--- src/rtl/axi_fifo_pkg.sv ---
// Shared types and helpers for the AXI FIFO control path.
package axi_fifo_pkg;

    typedef enum logic [1:0] {
        ST_EMPTY,
        ST_NORMAL,
        ST_FULL
    } fifo_state_t;

    function automatic int unsigned depth(input int unsigned addr_width);
        return 32'd1 << addr_width;
    endfunction

endpackage

--- src/rtl/fifo_occ_counter.sv ---
// Up/down occupancy counter; simultaneous inc and dec cancel out.
module fifo_occ_counter #(
    parameter int unsigned WIDTH = 6
) (
    input  logic             i_clk,
    input  logic             i_rst_n,
    input  logic             i_inc,
    input  logic             i_dec,
    output logic [WIDTH-1:0] o_count
);

    logic [WIDTH-1:0] count_q;

    always_ff @(posedge i_clk) begin
        if (!i_rst_n) begin
            count_q <= '0;
        end else if (i_inc && !i_dec) begin
            count_q <= count_q + 1'b1;
        end else if (i_dec && !i_inc) begin
            count_q <= count_q - 1'b1;
        end
    end

    assign o_count = count_q;

endmodule

--- src/rtl/fifo_flag_ctrl.sv ---
// FIFO occupancy/flag controller: qualifies requests into address enables and
// tracks full/empty state, almost flags and sticky overflow/underflow errors.
module fifo_flag_ctrl
    import axi_fifo_pkg::*;
#(
    parameter int unsigned ADDR_WIDTH = 5,
    parameter int unsigned AF_THRESH  = depth(ADDR_WIDTH) - 2,
    parameter int unsigned AE_THRESH  = 2
) (
    input  logic                  i_clk,
    input  logic                  i_rst_n,
    input  logic                  i_wr_req,
    input  logic                  i_rd_req,
    input  logic                  i_err_clr,
    output logic                  o_wr_addr_en,
    output logic                  o_rd_addr_en,
    output logic                  o_full,
    output logic                  o_empty,
    output logic                  o_almost_full,
    output logic                  o_almost_empty,
    output logic [ADDR_WIDTH:0]   o_count,
    output logic                  o_overflow,
    output logic                  o_underflow
);

    localparam int unsigned DEPTH = depth(ADDR_WIDTH);
    localparam int unsigned CW    = ADDR_WIDTH + 1;

    localparam logic [CW-1:0] AF_T  = CW'(AF_THRESH);
    localparam logic [CW-1:0] AE_T  = CW'(AE_THRESH);
    localparam logic [CW-1:0] LAST  = CW'(DEPTH - 1);
    localparam logic [CW-1:0] ONE   = CW'(1);

    if (!(AE_THRESH < AF_THRESH && AF_THRESH <= DEPTH)) begin : g_thresh_check
        $error("fifo_flag_ctrl: thresholds must satisfy AE_THRESH < AF_THRESH <= DEPTH");
    end

    fifo_state_t   state_q, state_d;
    logic          wr_acc, rd_acc;
    logic [CW-1:0] count;
    logic          overflow_q, underflow_q;

    fifo_occ_counter #(
        .WIDTH (CW)
    ) u_occ_counter (
        .i_clk   (i_clk),
        .i_rst_n (i_rst_n),
        .i_inc   (wr_acc),
        .i_dec   (rd_acc),
        .o_count (count)
    );

    always_ff @(posedge i_clk) begin
        if (!i_rst_n) begin
            state_q <= ST_EMPTY;
        end else begin
            state_q <= state_d;
        end
    end

    always_comb begin
        state_d = state_q;
        unique case (state_q)
            ST_EMPTY: begin
                if (wr_acc) state_d = ST_NORMAL;
            end
            ST_NORMAL: begin
                if (count == LAST && wr_acc && !rd_acc) begin
                    state_d = ST_FULL;
                end else if (count == ONE && rd_acc && !wr_acc) begin
                    state_d = ST_EMPTY;
                end
            end
            ST_FULL: begin
                if (rd_acc) state_d = ST_NORMAL;
            end
            default: state_d = ST_EMPTY;
        endcase
    end

    // Acceptance is gated by the registered flags and forced off during reset.
    always_comb begin
        o_full         = (state_q == ST_FULL);
        o_empty        = (state_q == ST_EMPTY);
        wr_acc         = i_rst_n & i_wr_req & ~o_full;
        rd_acc         = i_rst_n & i_rd_req & ~o_empty;
        o_wr_addr_en   = wr_acc;
        o_rd_addr_en   = rd_acc;
        o_almost_full  = (count >= AF_T);
        o_almost_empty = (count <= AE_T);
        o_count        = count;
        o_overflow     = overflow_q;
        o_underflow    = underflow_q;
    end

    // A new error in the same cycle as a clear keeps the flag set.
    always_ff @(posedge i_clk) begin
        if (!i_rst_n) begin
            overflow_q  <= 1'b0;
            underflow_q <= 1'b0;
        end else begin
            overflow_q  <= (overflow_q & ~i_err_clr) | (i_wr_req & o_full);
            underflow_q <= (underflow_q & ~i_err_clr) | (i_rd_req & o_empty);
        end
    end

endmodule

--- config.mk ---
export PLATFORM = sky130hd
export DESIGN_NAME = fifo_flag_ctrl
export DESIGN_NICKNAME = d
export VERILOG_FILES = /design/src/rtl/axi_fifo_pkg.sv /design/src/rtl/fifo_occ_counter.sv /design/src/rtl/fifo_flag_ctrl.sv
export SDC_FILE = /design/constraint.sdc
export NUM_CORES = 1
export LEC_CHECK = 0
export CAP_MARGIN = 20
export CORE_MARGIN = 3
export CORE_UTILIZATION = 47
export CTS_BUF_LIST = sky130_fd_sc_hd__clkbuf_4 sky130_fd_sc_hd__clkbuf_8
export CTS_CLUSTER_SIZE = 12
export DETAILED_ROUTE_END_ITERATION = 16
export GPL_ROUTABILITY_DRIVEN = 0
export HOLD_SLACK_MARGIN = 0.12
export PLACE_DENSITY = 0.83
export SLEW_MARGIN = 20
export SYNTH_ARGS = -nofsm -noshare
export SYNTH_HDL_FRONTEND = slang
export SYNTH_SLANG_ARGS = --single-unit
--- constraint.sdc ---
create_clock -name i_clk -period 3 [get_ports i_clk]
set_input_delay 0.3 -clock i_clk [delete_from_list [all_inputs] [get_ports i_clk]]
set_output_delay 0.3 -clock i_clk [all_outputs]
set_load 0.01 [all_outputs]
## Word-level counts from Yosys, hierarchy flattened

Index checks and enable logic that the tools add are counted.

- Input port bits: 5
- Word-level logic and storage cells: 46
- Output and inout bits: 14
- Register bits after elaboration: 10

- Reductions and logical operators: 11
- Bitwise gates (word level): 13
- Order comparisons: 2
- Eq/ne operators: 7
- Muxes and demuxes: 7
- Add/sub/neg operators: 2

Operators by type and width:

| kind | number |
|---|---|
| $mux 6 | 2 |
| $and 1x1->1 | 8 |
| $mux 2 | 4 |
| $add 6x1->6 const B | 1 |
| $eq 6x1->1 const B | 1 |
| $eq 6x5->1 const B | 1 |
| $ge 6x5->1 const B | 1 |
| $le 6x2->1 const B | 1 |
| $logic_and 1x1->1 | 6 |
| $pmux 2 s3 | 1 |
| $sub 6x1->6 const B | 1 |
| $ne 2x1->1 const B | 2 |
| $ne 3x3->1 const B | 1 |
| $not 1->1 | 3 |
| $reduce_and 3->1 | 1 |
| $eq 2x1->1 const B | 1 |
| $eq 2x2->1 const B | 1 |
| $logic_not 1->1 | 2 |
| $logic_not 2->1 | 1 |
| $or 1x1->1 | 2 |
| $reduce_bool 2->1 | 1 |

## Depth between registers and ports, before layout

- Word-level depth: 8
- Depth in mapped cells: 8
- Depth with buffers taken out: 7

## Modules after synthesis

A second synthesis with hierarchy kept.

- Cell total of the unflattened synthesis: 83
- Area, all modules: 698.2 um^2

By module, submodules not included:

| module | instances | cells each | seq. area each (um^2) | area an instance (um^2) |
|---|---|---|---|---|
| fifo_occ_counter | 1 | 49 | 120.1 | 437.9 |
| fifo_flag_ctrl | 1 | 34 | 80.1 | 260.2 |

## Worst setup path before layout

Ideal clock, no wire load.

- Path kind: register to register
- From: register state_q[1]
- To: register u_occ_counter.count_q[5], in the netlist u_occ_counter.o_count[5]
- Slack: 648 ps
- Stages on the path, launching flop included: 9
- Setup time: 72 ps
- Buffers on the path: 1
- Data required time: 2,928 ps
- Data arrival time: 2,280 ps
- Period minus slack after synthesis: 2,352 ps
- Cell sequence: dfxtp_1 nor2b_1 nor2_1 ha_1 clkbuf_1 or4_1 or3_1 a21oi_2 mux2i_1

- Cells in the longest elaborated chain, start to end: 6
- Elaborated cells on any way between the ends: 12
- Classes of those cells: eq/ne (1); mux (1); bitwise (4); reduce/logical (6)

Ends and longest elaborated chain:

| what | line | RTL |
|---|---|---|
| from (decl) | fifo_flag_ctrl.sv:38 | `fifo_state_t state_q, state_d;` |
| from (signal assigned) | fifo_flag_ctrl.sv:57 | `state_q <= state_d;` |
| $eq 2x2->1 (*) | fifo_flag_ctrl.sv:83 | `o_full = (state_q == ST_FULL);` |
| named net o_full | fifo_flag_ctrl.sv:17 | `output logic o_full,` |
| $not 1->1 (*) | fifo_flag_ctrl.sv:85 | `wr_acc = i_rst_n & i_wr_req & ~o_full;` |
| $and 1x1->1 (*) | fifo_flag_ctrl.sv:85 |  |
| named net o_wr_addr_en | fifo_flag_ctrl.sv:15 | `output logic o_wr_addr_en,` |
| $logic_not 1->1 | fifo_occ_counter.sv:19 | `end else if (i_dec && !i_inc) begin` |
| $logic_and 1x1->1 | fifo_occ_counter.sv:19 |  |
| $reduce_bool 2->1 (no line) | n/a |  |
| to (signal assigned) | fifo_occ_counter.sv:18 | `count_q <= count_q + 1'b1;` |
| to (signal assigned) | fifo_occ_counter.sv:20 | `count_q <= count_q - 1'b1;` |
| to (decl) | fifo_occ_counter.sv:12 | `logic [WIDTH-1:0] count_q;` |

Mark *: on every way through the listed nets, which the timed path passes. The rest lies on a longest branch.
A chain may end at the register's enable or synchronous reset.

## Worst setup path after layout

- From: register state_q[1]
- To: register u_occ_counter.count_q[5], in the netlist u_occ_counter.o_count[5]

- Cells in the longest elaborated chain, start to end: 6
- Elaborated cells on any way between the ends: 12
- Classes of those cells: eq/ne (1); mux (1); bitwise (4); reduce/logical (6)

Ends and longest elaborated chain:

| what | line |
|---|---|
| $eq 2x2->1 / $logic_not 2->1 (equally long branches) | fifo_flag_ctrl.sv:83, fifo_flag_ctrl.sv:84 |
| $not 1->1, on equally long branches | fifo_flag_ctrl.sv:85, fifo_flag_ctrl.sv:86 |
| $and 1x1->1, on equally long branches | fifo_flag_ctrl.sv:85, fifo_flag_ctrl.sv:86 |
| $logic_not 1->1, on equally long branches | fifo_occ_counter.sv:19, fifo_occ_counter.sv:17 |
| $logic_and 1x1->1, on equally long branches | fifo_occ_counter.sv:19, fifo_occ_counter.sv:17 |
| $reduce_bool 2->1 (no line) / $mux 6 (equally long branches) | n/a |

Parallel ways exist; a longest one is shown, timed or not.

==> results.ini <==
[status]
run_status=completed

[layout]
multi_input_area_um2=406.6
fin_nets=106
sequential_cell_area_um2=200.2
post_route_cells_drive_above_1_share_pct=9.474
layout-area-overhead-vs-synth_pct=35.88
postLayoutCellArea_um2=867.1
inserted_diodes=0
fillerInstances=93
layoutNonFillerInstCount=109

[placed_design]
port_buffer_count=18
post_dp_cell_area_um2=830.8
dpl.hpwl_um=1079
place_inst=105

[sta]
unrepaired_setup_endpoints_after_global_routing=false
fin_crit_sh_pct=75.55
post_route_minimum_period_ns=2.267
max_freq_ghz=0.4412
relative_slew_margins_pct=77.94
finalSetupTns_ns=0
timing.final.max_slew_violations=0
final.setup_skew_ns=0.006061
worst_hold_margin_ns=0.5325
number_of_setup_violations_in_the_final_report=0
max_slew.worst_pin.slew_ns=0.3304
hold_viol=0

[setup_path]
worstPathRequired_ns=3.20
worst_path_dominant_cell_family=simple AND/OR/NAND/NOR gates
crit_type=reg2reg
critical_path.cell_chain=nor2b_1, nor2_1, ha_1, or4_1, or3_1, a21oi_2, mux2i_1
arrival_ns=2.47
critPathLaunchType=flip-flop
crit_path_end_kind=flip-flop
cp_num_buf_inv=0
crit_path_max_fanout=7
slowest_stage=sky130_fd_sc_hd__or4_1
crit_path_max_incr_delay_ns=0.44

[drt]
detailroute.via_count=595
detailedRoute.firstIterationViolations=22
first_pass_iters=4
route.antenna.remaining_nets=0
drt-wirelength-per-cell_um=13.17
detail_route.wirelength_um=1435
drc_errors=0
dr_vias_cell=5.459

[logic_synthesis]
synth.ff_latch_count=10
post_synthesis_async_set_or_reset_flop_share_pct=0
number_of_flops_mapped_to_enable_cells_by_yosys=0
synth_area_um2=638.1
synthFlopType=sky130_fd_sc_hd__dfxtp_1
register_area_share_after_synthesis_pct=31.37
average_footprint_of_a_synthesized_cell_um2=8.508
synthesis.instances=75
syn_nets=85
post_synth_num_cell_types=29
yosysWarnings=0

[clock_network]
htree_levels=1
clock_tree.buffer_depth=2
cts_post_setup_buffers_inserted=0
clock_latency_ns=0.27
cts.reportedPaths.clkPinSlew_ns=0.07
cts-resized-gates=0
clock_tree_from_tritoncts=built
cts-root-buf=sky130_fd_sc_hd__clkbuf_4
cts_sinks=10
cts-buffers-inserted=3
postCtsHoldBufs=0

[power_and_ir_drop]
power.leakage_nw=0.3499
max_vdd_drop_uv=350.7
power_per_cell_area_nw_per_um2=496.1

[floorplan]
die_area_um2=1836
fp.dieW_um=42.85
initial_utilization_pct=53.80
io_pins=19
coreArea_um2=1186
core.rowCount=12
die_height_um=42.85

[min_path]
kind_of_path_behind_the_tightest_hold_check=reg2reg

[global_route]
maximum_number_of_pins_on_one_net_before_global_route_repair=12
grt.overflow.total=0
first_global_vias=595
antenna_found_initial=0
wire_length_of_the_first_global_routing_pass_um=2566
grt_usage_pct=17.73

[run]
maximum_capacitance_violations=0

-- per-layer routing --
metal	global-route usage (%)	part of all wire (%)	vias up
met3	4.237	6.1	2
met5	0	0	-
met1	22.28	44	268
met2	29.04	50	22
met4	6.211	0.56	0
li1	-	-	303
-- cell families (layout without fill, tap and decap cells) --
logic type / count (synthesis) / count (layout) / share of synthesized area (%)
XOR/XNOR: 4 / 4 / 5.491
buffers and inverters: 8 / 28 / 4.902
AND/OR/NAND/NOR: 30 / 30 / 29.02
adder cells (fa/ha/maj): 5 / 5 / 9.804
AO/OA/AOI/OAI: 15 / 15 / 14.71
flip-flops: 10 / 10 / 31.37
multiplexers: 3 / 3 / 4.706
-- metrics by stage --
| stage | util (%) | worst slack [ns] | total power [mW] |
|---|---|---|---|
| final | 73.10 | 0.7334 | 0.4301 |
| after floorplan | - | 0.6481 | 0.2439 |
| after global routing | 73.10 | 0.5306 | 0.4603 |
| after global placement | 70.04 | 0.5675 | 0.3075 |
| after detailed placement | 70.04 | 0.5018 | 0.3101 |
| after CTS | 73.10 | 0.7218 | 0.4363 |
-- final timing paths --
path / from / to / slack [ns] / cells after the start
setup / recovery: state_q[1]$_SDFFE_PN0P_ / u_occ_counter.o_count[5]$_SDFFE_PN0P_ / 0.73 / 7
hold / removal: u_occ_counter.o_count[5]$_SDFFE_PN0P_ / u_occ_counter.o_count[5]$_SDFFE_PN0P_ / 0.53 / 2
setup reg to reg: state_q[1]$_SDFFE_PN0P_ / u_occ_counter.o_count[5]$_SDFFE_PN0P_ / 0.73 / 7
hold reg to reg: u_occ_counter.o_count[5]$_SDFFE_PN0P_ / u_occ_counter.o_count[5]$_SDFFE_PN0P_ / 0.53 / 2
-- flip-flops by register name (all words and copies together), names as in the netlist --
| signal | cells |
|---|---|
| u_occ_counter.o_count | 6 |
| state_q | 2 |
| o_underflow | 1 |
| o_overflow | 1 |
-- placed cells by master, fill, tap and decap left out, types with 2 or more instances in the layout --
cell	count
sky130_fd_sc_hd__and2_1	4
sky130_fd_sc_hd__clkdlybuf4s50_1	18
sky130_fd_sc_hd__xor2_1	3
sky130_fd_sc_hd__a21boi_0	2
sky130_fd_sc_hd__clkbuf_4	3
sky130_fd_sc_hd__ha_1	5
sky130_fd_sc_hd__nand2_1	3
sky130_fd_sc_hd__a21oi_1	5
sky130_fd_sc_hd__nor2_1	2
sky130_fd_sc_hd__mux2i_1	3
sky130_fd_sc_hd__nor2b_1	6
sky130_fd_sc_hd__nand4_1	4
sky130_fd_sc_hd__inv_1	5
sky130_fd_sc_hd__dfxtp_1	10
sky130_fd_sc_hd__nand2b_1	3
sky130_fd_sc_hd__or4_1	2
sky130_fd_sc_hd__o21ai_0	3
-- cell type report --
type | count | area share [%]
sequential | 10 | 23.09
inverter | 5 | 2.165
multi-input combinational | 57 | 46.90
clock buffer | 4 | 4.185
tap | 14 | 2.020
timing repair buffer | 19 | 21.65
-- synthesized netlist by cell type (2+ instances only) --
cell / n / area [um2]
sky130_fd_sc_hd__a21boi_0: 2 / 15.01
sky130_fd_sc_hd__and2_1: 4 / 25.02
sky130_fd_sc_hd__xor2_1: 3 / 26.28
sky130_fd_sc_hd__ha_1: 5 / 62.56
sky130_fd_sc_hd__inv_1: 5 / 18.77
sky130_fd_sc_hd__mux2i_1: 3 / 30.03
sky130_fd_sc_hd__a21oi_1: 5 / 25.02
sky130_fd_sc_hd__nand2_1: 3 / 11.26
sky130_fd_sc_hd__clkbuf_1: 2 / 7.510
sky130_fd_sc_hd__o21ai_0: 3 / 15.01
sky130_fd_sc_hd__nand2b_1: 3 / 18.77
sky130_fd_sc_hd__nor2_1: 2 / 7.510
sky130_fd_sc_hd__nand4_1: 4 / 25.02
sky130_fd_sc_hd__dfxtp_1: 10 / 200.2
sky130_fd_sc_hd__or4_1: 2 / 15.01
sky130_fd_sc_hd__nor2b_1: 6 / 37.54
-- report_power, final --
group | leakage [nW] | switching, mW | total, mW | internal, mW
clock network | 0.0210 | 0.0487 | 0.122 | 0.0737
logic | 0.247 | 0.0591 | 0.139 | 0.0797
registers | 0.0820 | 0.0226 | 0.169 | 0.146
-- tightest hold or removal path: stages (launching register included) --
cell and delay, ns:
sky130_fd_sc_hd__dfxtp_1 0.36, sky130_fd_sc_hd__nand2_1 0.08, sky130_fd_sc_hd__mux2i_1 0.05
(Power assumes the default switching activity.)
